<file path="src/rtl/demux_dut.sv">
// 1-to-4 demultiplexer with a 2-entry FIFO per output channel.
// Optional sticky drop flag `err` is built only when DEMUX_ERR_EN is defined.
module demux_dut #(
    parameter int WIDTH = 8,
    parameter int DEPTH = 2
) (
    input  logic             clk,
    input  logic             rst_n,
    input  logic [WIDTH-1:0] d,
    input  logic             s0,
    input  logic             s1,
    input  logic             in_valid,
    output logic             in_ready,
    output logic [WIDTH-1:0] y0,
    output logic [WIDTH-1:0] y1,
    output logic [WIDTH-1:0] y2,
    output logic [WIDTH-1:0] y3,
    output logic [3:0]       y_valid,
    input  logic [3:0]       y_ready
`ifdef DEMUX_ERR_EN
    ,
    output logic             err
`endif
);

    typedef enum logic [1:0] {
        ST_EMPTY = 2'd0,
        ST_ONE   = 2'd1,
        ST_FULL  = 2'd2
    } state_t;

    state_t           state_q  [4];
    state_t           state_d  [4];
    logic [WIDTH-1:0] mem_q    [4][DEPTH];
    logic [WIDTH-1:0] mem_d    [4][DEPTH];
    logic             wr_ptr_q [4];
    logic             wr_ptr_d [4];
    logic             rd_ptr_q [4];
    logic             rd_ptr_d [4];
    logic [1:0]       sel_s;
    logic             in_ready_s;
    logic [3:0]       push_s;
    logic [3:0]       pop_s;

    // Handshake decode and per-channel next-state / buffer update
    always_comb begin
        sel_s      = {s1, s0};
        // A full channel can still accept when its head leaves this same cycle.
        in_ready_s = (state_q[sel_s] != ST_FULL) || y_ready[sel_s];
        push_s     = 4'b0000;
        pop_s      = 4'b0000;
        mem_d      = mem_q;
        for (int n = 0; n < 4; n++) begin
            push_s[n]   = in_valid && in_ready_s && (sel_s == 2'(n));
            pop_s[n]    = (state_q[n] != ST_EMPTY) && y_ready[n];
            state_d[n]  = state_q[n];
            wr_ptr_d[n] = wr_ptr_q[n];
            rd_ptr_d[n] = rd_ptr_q[n];
            if (push_s[n]) begin
                mem_d[n][wr_ptr_q[n]] = d;
                wr_ptr_d[n]           = ~wr_ptr_q[n];
            end else begin
                wr_ptr_d[n] = wr_ptr_q[n];
            end
            if (pop_s[n]) begin
                rd_ptr_d[n] = ~rd_ptr_q[n];
            end else begin
                rd_ptr_d[n] = rd_ptr_q[n];
            end
            case (state_q[n])
                ST_EMPTY: begin
                    if (push_s[n]) state_d[n] = ST_ONE;
                    else           state_d[n] = ST_EMPTY;
                end
                ST_ONE: begin
                    if (push_s[n] && !pop_s[n])      state_d[n] = ST_FULL;
                    else if (pop_s[n] && !push_s[n]) state_d[n] = ST_EMPTY;
                    else                             state_d[n] = ST_ONE;
                end
                ST_FULL: begin
                    if (pop_s[n] && !push_s[n]) state_d[n] = ST_ONE;
                    else                        state_d[n] = ST_FULL;
                end
                default: state_d[n] = ST_EMPTY;
            endcase
        end
    end

    // Channel state, pointers and storage registers
    always_ff @(posedge clk or negedge rst_n) begin
        if (!rst_n) begin
            for (int n = 0; n < 4; n++) begin
                state_q[n]  <= ST_EMPTY;
                wr_ptr_q[n] <= 1'b0;
                rd_ptr_q[n] <= 1'b0;
                for (int e = 0; e < DEPTH; e++) begin
                    mem_q[n][e] <= {WIDTH{1'b0}};
                end
            end
        end else begin
            for (int n = 0; n < 4; n++) begin
                state_q[n]  <= state_d[n];
                wr_ptr_q[n] <= wr_ptr_d[n];
                rd_ptr_q[n] <= rd_ptr_d[n];
                for (int e = 0; e < DEPTH; e++) begin
                    mem_q[n][e] <= mem_d[n][e];
                end
            end
        end
    end

`ifdef DEMUX_ERR_EN
    logic err_q;

    // Sticky flag for any word offered while the selected channel refused it
    always_ff @(posedge clk or negedge rst_n) begin
        if (!rst_n) begin
            err_q <= 1'b0;
        end else begin
            err_q <= err_q | (in_valid & ~in_ready_s);
        end
    end

    assign err = err_q;
`endif

    assign in_ready = in_ready_s;
    assign y0       = mem_q[0][rd_ptr_q[0]];
    assign y1       = mem_q[1][rd_ptr_q[1]];
    assign y2       = mem_q[2][rd_ptr_q[2]];
    assign y3       = mem_q[3][rd_ptr_q[3]];

    // Head data comes straight from storage; validity decodes the state register
    always_comb begin
        for (int n = 0; n < 4; n++) begin
            y_valid[n] = (state_q[n] != ST_EMPTY);
        end
    end

endmodule

</file>
<file path="config.mk">
export PLATFORM = sky130hd
export DESIGN_NAME = demux_dut
export DESIGN_NICKNAME = d
export VERILOG_FILES = /design/src/rtl/demux_dut.sv
export SDC_FILE = /design/constraint.sdc
export NUM_CORES = 1
export LEC_CHECK = 0
export CAP_MARGIN = 20
export CORE_MARGIN = 4
export CORE_UTILIZATION = 50
export CTS_CLUSTER_SIZE = 10
export DETAILED_ROUTE_END_ITERATION = 7
export GPL_ROUTABILITY_DRIVEN = 0
export HOLD_SLACK_MARGIN = 0.12
export PLACE_DENSITY = 0.74
export SETUP_SLACK_MARGIN = 0.15
export SLEW_MARGIN = 20
export SYNTH_ARGS = -nofsm -noshare
export SYNTH_HDL_FRONTEND = slang
export SYNTH_SLANG_ARGS = --single-unit
</file>
<file path="constraint.sdc">
create_clock -name clk -period 5.5 [get_ports clk]
set_input_delay 1.1 -clock clk [delete_from_list [all_inputs] [get_ports clk]]
set_output_delay 1.1 -clock clk [all_outputs]
set_load 0.01 [all_outputs]
</file>
==> out/qor.yml, run 1 <==
status: "complete, no violations"
cts-root-buf: "clkbuf_8"
place_inst: 413
syn_to_final_growth_pct: 22.5
critPathMaxFanout: 3
ys_warn_count: 0
fin_crit_ns: 4.14
syn-num-nets: 295
fin_cells: 430
setup_viol: 0
drive_gt1_frac: 0.372
ys_seq_area_frac: 0.531
num_rows: 31
comb_power_share: 0.432
insertion_delay_ns: 0.35
seqPwrFrac: 0.398
dieArea_mm2: 0.00899
finalHoldViolCount: 0
post_cts_buffers: 0
start_util: 0.517
p_clk_frac: 0.170
ir_worst_vdd_uv: 375
power.density_mw_per_mm2: 591
drtAntennaViolNets: 0
fin_ws_ns: 1.36
ys_ff_latch: 80
gr-total-overflow: 0
grt_pass1_vias: 2358
syn_area_per_cell_um2: 14.0
n_antenna_cell: 0
holdWs_ns: 0.488
criticalPathCategory: "in -> out"
firstDrtPassIters: 4
wl_per_cell_um: 16.0
endpoint_kind: "primary output"
drtIter0Drc: 54
htreeDepth: 3
p_int_mw: 1.92
max_cap_violations: 0
cellLeakagePower_nw: 2.00
core_area_mm2: 0.00729
antenna_found_initial: 0
finalSetupTns_ns: 0
grt_first_pass_wirelength_um: 11800
worstHoldPathType: "reg -> reg"
slew_violations: 0
portBuffers: 53
tritoncts: "built"
nets: 351
finalCritPeriodShare: 0.752
wl_um: 6880
crit_path_start_kind: "primary input"
power_switching_uw: 813
cts.sinks: 80
cts_inserted_buffers: 9
max_freq_mhz: 242
tightest_slew_ns: 0.960
clock_path_buffers: 2
drcViolationCount: 0
critPathArrivalTime_ns: 3.04
grt_setup_unrepaired: "no"
syn_inst: 270
die_w_um: 94.8
synth.distinct_cells: 36
crit_required_ns: 4.40
grt_max_degree: 81
pre_cts_ws_ns: 1.36
cts_resized: 0
fp.dieH_um: 94.8
via_count: 2220
dp_hpwl_um: 4800
drt-vias-per-instance: 5.16
switching_share: 0.298
grt_usage: 0.170
clkTransAtPathRegs_ns: 0.07
postCtsHoldBufs: 0
pin_count: 54
skew_ns: 0.00931
maxSlewHeadroom: 0.355
synth_area_mm2: 0.00377
total_power_mw: 2.73
## cells in the mapped netlist
library cell	count	area share
or2_2	3	0.0050
and2b_1	1	0.0020
or3b_1	2	0.0046
nand3b_1	5	0.010
a21oi_1	4	0.0053
o21a_1	2	0.0040
mux2_4	8	0.032
nor3_1	1	0.0013
nand4b_1	1	0.0023
nand3_1	1	0.0013
a21o_1	1	0.0020
xor2_1	3	0.0070
and3_1	1	0.0017
nor4_2	1	0.0033
buf_6	1	0.0030
and4_1	1	0.0023
o22ai_1	1	0.0017
nor2_1	2	0.0020
nor3_2	2	0.0053
clkbuf_1	6	0.0060
nor3b_1	3	0.0060
or3b_2	1	0.0023
o21ai_0	5	0.0066
or3b_4	1	0.0030
inv_1	10	0.010
nand2_1	7	0.0070
o31a_1	1	0.0023
buf_2	2	0.0027
dfrtp_1	80	0.53
or4b_1	1	0.0027
mux2_2	90	0.27
ha_1	8	0.027
nand2b_1	7	0.012
nor3b_2	1	0.0033
mux2i_1	1	0.0027
xnor2_1	5	0.012
## logic make-up (layout without fill, tap and decap cells)
kind of cell    Yosys count  after routing  synth area share
mux                      99             99             0.303
flops                    80             80             0.531
simple gates             42             42            0.0770
buf+inv                  19             80            0.0216
compound gates           14             14            0.0219
fa+ha+maj                 8              8            0.0266
xor+xnor                  8              8            0.0186
## power groups by stage
| stage | Combinational, mW | Clock, mW | Sequential [mW] |
|---|---|---|---|
| 6_report | 1.18 | 0.464 | 1.09 |
| 5_1_grt | 1.28 | 0.502 | 1.13 |
| 4_1_cts | 1.19 | 0.478 | 1.09 |
| 3_5_place_dp | 1.19 | 0 | 1.10 |
| 3_3_place_gp | 1.17 | 0 | 1.08 |
| 2_1_floorplan | 0.746 | 0 | 0.996 |
## layout by cell type, fill, tap and decap left out, types with 4 or more instances in the layout
master and instances:
clkbuf_8 9, mux2_2 90, xnor2_1 5, mux2_4 8, inv_1 10, dfrtp_1 80, clkdlybuf4s50_1 52, o21ai_0 5
nand2b_1 7, nand3b_1 5, nand2_1 7, ha_1 8, a21oi_1 4
## worst paths after layout
check	start	to	slack [ns]	depth (start not counted)
worst max-delay path	y_ready[0]	in_ready	1.36	5
worst min-delay path	wr_ptr_q[1]$_DFFE_PN0P_	wr_ptr_q[1]$_DFFE_PN0P_	0.49	1
worst max register to register	state_q[5]$_DFF_PN0_	mem_q[46]$_DFFE_PN0P_	3.58	3
worst min register to register	wr_ptr_q[1]$_DFFE_PN0P_	wr_ptr_q[1]$_DFFE_PN0P_	0.49	1
max in group asynchronous	rst_n	rd_ptr_q[1]$_DFFE_PN0P_	4.29	2
min in group asynchronous	rst_n	rd_ptr_q[3]$_DFFE_PN0P_	0.62	1
## stage by stage
| step | utilization | cell area (µm²) |
|---|---|---|
| after global routing | 0.633 | 4620 |
| final | 0.633 | 4620 |
| after global placement | 0.600 | 4380 |
| after detailed placement | 0.600 | 4380 |
| after CTS | 0.630 | 4590 |
| after floorplan | - | 3770 |
## cell type report
cell class | instances | area, µm²
fillers | 602 | 2670
repair buffers | 54 | 556
clock buffers | 11 | 131
clock inverters | 5 | 81.3
multi-input cells | 171 | 1690
inverters | 10 | 37.5
flip-flops and latches | 80 | 2000
well taps | 99 | 124
## registers in the layout (all words and copies together) (netlist names)
name / count
rd_ptr_q: 4
state_q: 8
wr_ptr_q: 4
mem_q: 64
## per-layer routing
metal / track usage / share of wire / up-vias / wire length (µm)
met2: 0.259 / 0.44 / 44 / 3050
li1: - / - / 1066 / -
met1: 0.234 / 0.50 / 1101 / 3430
met4: 0.0469 / 0.011 / 0 / 78
met3: 0.0558 / 0.047 / 9 / 325
met5: 0 / 0 / - / 0
## worst max-delay path, cell delays in order
cell and delay [ns]:
clkdlybuf4s50_1 0.44, or3b_2 0.49, mux2_2 0.27, mux2_2 0.26, clkdlybuf4s50_1 0.47
(Power assumes the default switching activity.)
==> inputs of run 2 (changes only) <==
--- a/config.mk
+++ b/config.mk
@@ -7,12 +7,12 @@
 export LEC_CHECK = 0
 export CAP_MARGIN = 20
 export CORE_MARGIN = 4
-export CORE_UTILIZATION = 50
+export CORE_UTILIZATION = 49
 export CTS_CLUSTER_SIZE = 10
 export DETAILED_ROUTE_END_ITERATION = 7
 export GPL_ROUTABILITY_DRIVEN = 0
 export HOLD_SLACK_MARGIN = 0.12
-export PLACE_DENSITY = 0.74
+export PLACE_DENSITY = 0.76
 export SETUP_SLACK_MARGIN = 0.15
 export SLEW_MARGIN = 20
 export SYNTH_ARGS = -nofsm -noshare
==> constraint.sdc (replaced) <==
create_clock -name clk -period 3.56 [get_ports clk]
set_input_delay 0.712 -clock clk [delete_from_list [all_inputs] [get_ports clk]]
set_output_delay 0.712 -clock clk [all_outputs]
set_load 0.01 [all_outputs]
==> out/qor.yml, run 2 (synthesis results as in run 1) <==
max_cap_violations: 0  # unchanged
power_switching_mw: 1.25  # +54%
holdWs_ns: 0.390  # -0.0982 ns
fillerInstances: 582  # -3.3%
drcViolationCount: 0  # unchanged
cts-root-buf: "clkbuf_8"
grt_first_pass_wirelength_um: 11100  # -5.3%
reg2reg_from: "state_q[5]$_DFF_PN0_"
cp_num_buf_inv: 2  # unchanged
cts.sinks: 80  # unchanged
max_freq_mhz: 297
fin_crit_ns: 3.37
placed_cell_area_mm2: 0.00439  # +0.34%
fp.dieH_um: 95.7  # +0.93%
stdcell_area_mm2: 0.00462  # about the same
critPathSlowestCell: "or3b_2"
firstDrtPassIters: 3  # -1
reg_top3: "mem_q: 64 flops, state_q: 8 flops"
grt_max_degree: 81  # unchanged
switching_share: 0.296  # -0.00228
wl_um: 6830  # -0.78%
largest_register_ffs: 64  # unchanged
p_int_mw: 2.97  # +55%
p_clk_frac: 0.171  # about the same
layout_common_cells: "mux2_2, dfrtp_1, clkdlybuf4s50_1"
nets: 352  # +0.28%
criticalPathCategory: "in -> out"
maxSlewHeadroom: 0.515  # +0.161
core_area_mm2: 0.00737  # +1.1%
n_antenna_cell: 0  # unchanged
cellLeakagePower_nw: 2.01  # +0.45%
postCtsHoldBufs: 0  # unchanged
grt_pass1_vias: 2265  # -3.9%
tightest_slew_ns: 0.724  # -0.236 ns
cts_inserted_buffers: 9  # unchanged
grt_setup_unrepaired: "no"
path_cells: "clkdlybuf4s50_1 -> or3b_2 -> mux2_2 -> mux2_2 -> clkdlybuf4s50_1"
total_power_mw: 4.22  # +55%
antenna_found_initial: 0  # unchanged
critical-path-top-delay-family: "buffers and inverters"
drt-vias-per-instance: 5.17  # +0.17%
grt_usage: 0.160  # -0.00964
regMostFlops: "mem_q"
worst_r2r_endpoint: "mem_q[39]$_DFFE_PN0P_"
wl_per_cell_um: 15.8  # -1.0%
fin_util: 0.627  # -0.00616
finalSetupTns_ns: 0  # unchanged
start_util: 0.512  # -0.00544
crit_required_ns: 2.85  # -1.55 ns
gr-total-overflow: 0  # unchanged
critPathArrivalTime_ns: 2.66  # -0.38 ns
skew_ns: 0.00714  # -0.00217 ns
endpoint_kind: "primary output"
status: "complete, no violations"
tritoncts: "built"
drive_gt1_frac: 0.383  # +0.0109
comb_power_share: 0.433  # about the same
rr_worst_depth: 3  # unchanged
drtAntennaViolNets: 0  # unchanged
post_cts_buffers: 0  # unchanged
cts_resized: 0  # unchanged
worst_path_largest_cell_delay_ns: 0.50  # about the same
finalCritPeriodShare: 0.947
dp_hpwl_um: 4780  # -0.53%
htreeDepth: 3  # unchanged
setup_viol: 0  # unchanged
pin_count: 54  # unchanged
dieArea_mm2: 0.00916  # +1.9%
num_rows: 31  # unchanged
portBuffers: 53  # unchanged
syn_to_final_growth_pct: 22.6  # about the same
power.density_mw_per_mm2: 914  # +55%
via_count: 2229  # +0.41%
insertion_delay_ns: 0.34  # about the same
die_w_um: 95.7  # +0.93%
finalHoldViolCount: 0  # unchanged
critPathMaxFanout: 3  # unchanged
drtIter0Drc: 44  # -19%
ir_worst_vdd_uv: 474  # +26%
worstHoldPathType: "in -> async"
seqPwrFrac: 0.396  # -0.002
crit_path_start_kind: "primary input"
clkTransAtPathRegs_ns: 0.08  # about the same
clock_path_buffers: 2  # unchanged
slew_violations: 0  # unchanged
layout_commonest_cell: "mux2_2"
r2r_slack_ns: 1.71  # -1.87 ns
## run 2: final cells by class
cell class	count	area [µm²]	share of cell area
Sequential cell	80	2000	0.433
Timing Repair Buffer	55	547	0.118
Clock inverter	6	82.6	0.0179
Clock buffer	10	138	0.0298
Multi-Input combinational cell	171	1690	0.366
Tap cell	99	124	0.0268
Inverter	10	37.5	0.00812
## run 2: how the worst max path moves through the flow
stage                     startpoint  endpoint  cells past startpoint
after floorplan           y_ready[0]  in_ready                      3
after global placement    y_ready[0]  in_ready                      5
after detailed placement  y_ready[0]  in_ready                      5
after CTS                 y_ready[0]  in_ready                      5
after global routing      y_ready[0]  in_ready                      5
final                     y_ready[0]  in_ready                      5
## run 2: power by group through the flow
stage          Combinational [mW]  Sequential, mW  Clock [mW]
2_1_floorplan                1.15            1.54           0
3_3_place_gp                 1.82            1.67           0
3_5_place_dp                 1.84            1.69           0
4_1_cts                      1.86            1.68       0.748
5_1_grt                      1.98            1.74       0.782
6_report                     1.83            1.67       0.722
## run 2: routing by layer
layer | track usage | wire, µm | vias to the layer above
met2 | 0.247 | 3120 | 49
met5 | 0 | 0 | -
met4 | 0.0391 | 48 | 0
li1 | - | - | 1066
met3 | 0.0493 | 310 | 8
met1 | 0.222 | 3350 | 1106
## run 2: stage by stage
step / std cells / worst slack [ns]
after floorplan: 270 / 1.16
after global placement: 415 / 0.190
after detailed placement: 415 / 0.202
after CTS: 431 / 0.197
after global routing: 431 / 0.150
final: 431 / 0.189
## run 2: worst register-to-register path, cell delays in order (launching register included)
cell and delay [ns]:
dfrtp_1 0.44, nor3b_1 0.47, or4b_1 0.44, mux2_2 0.39
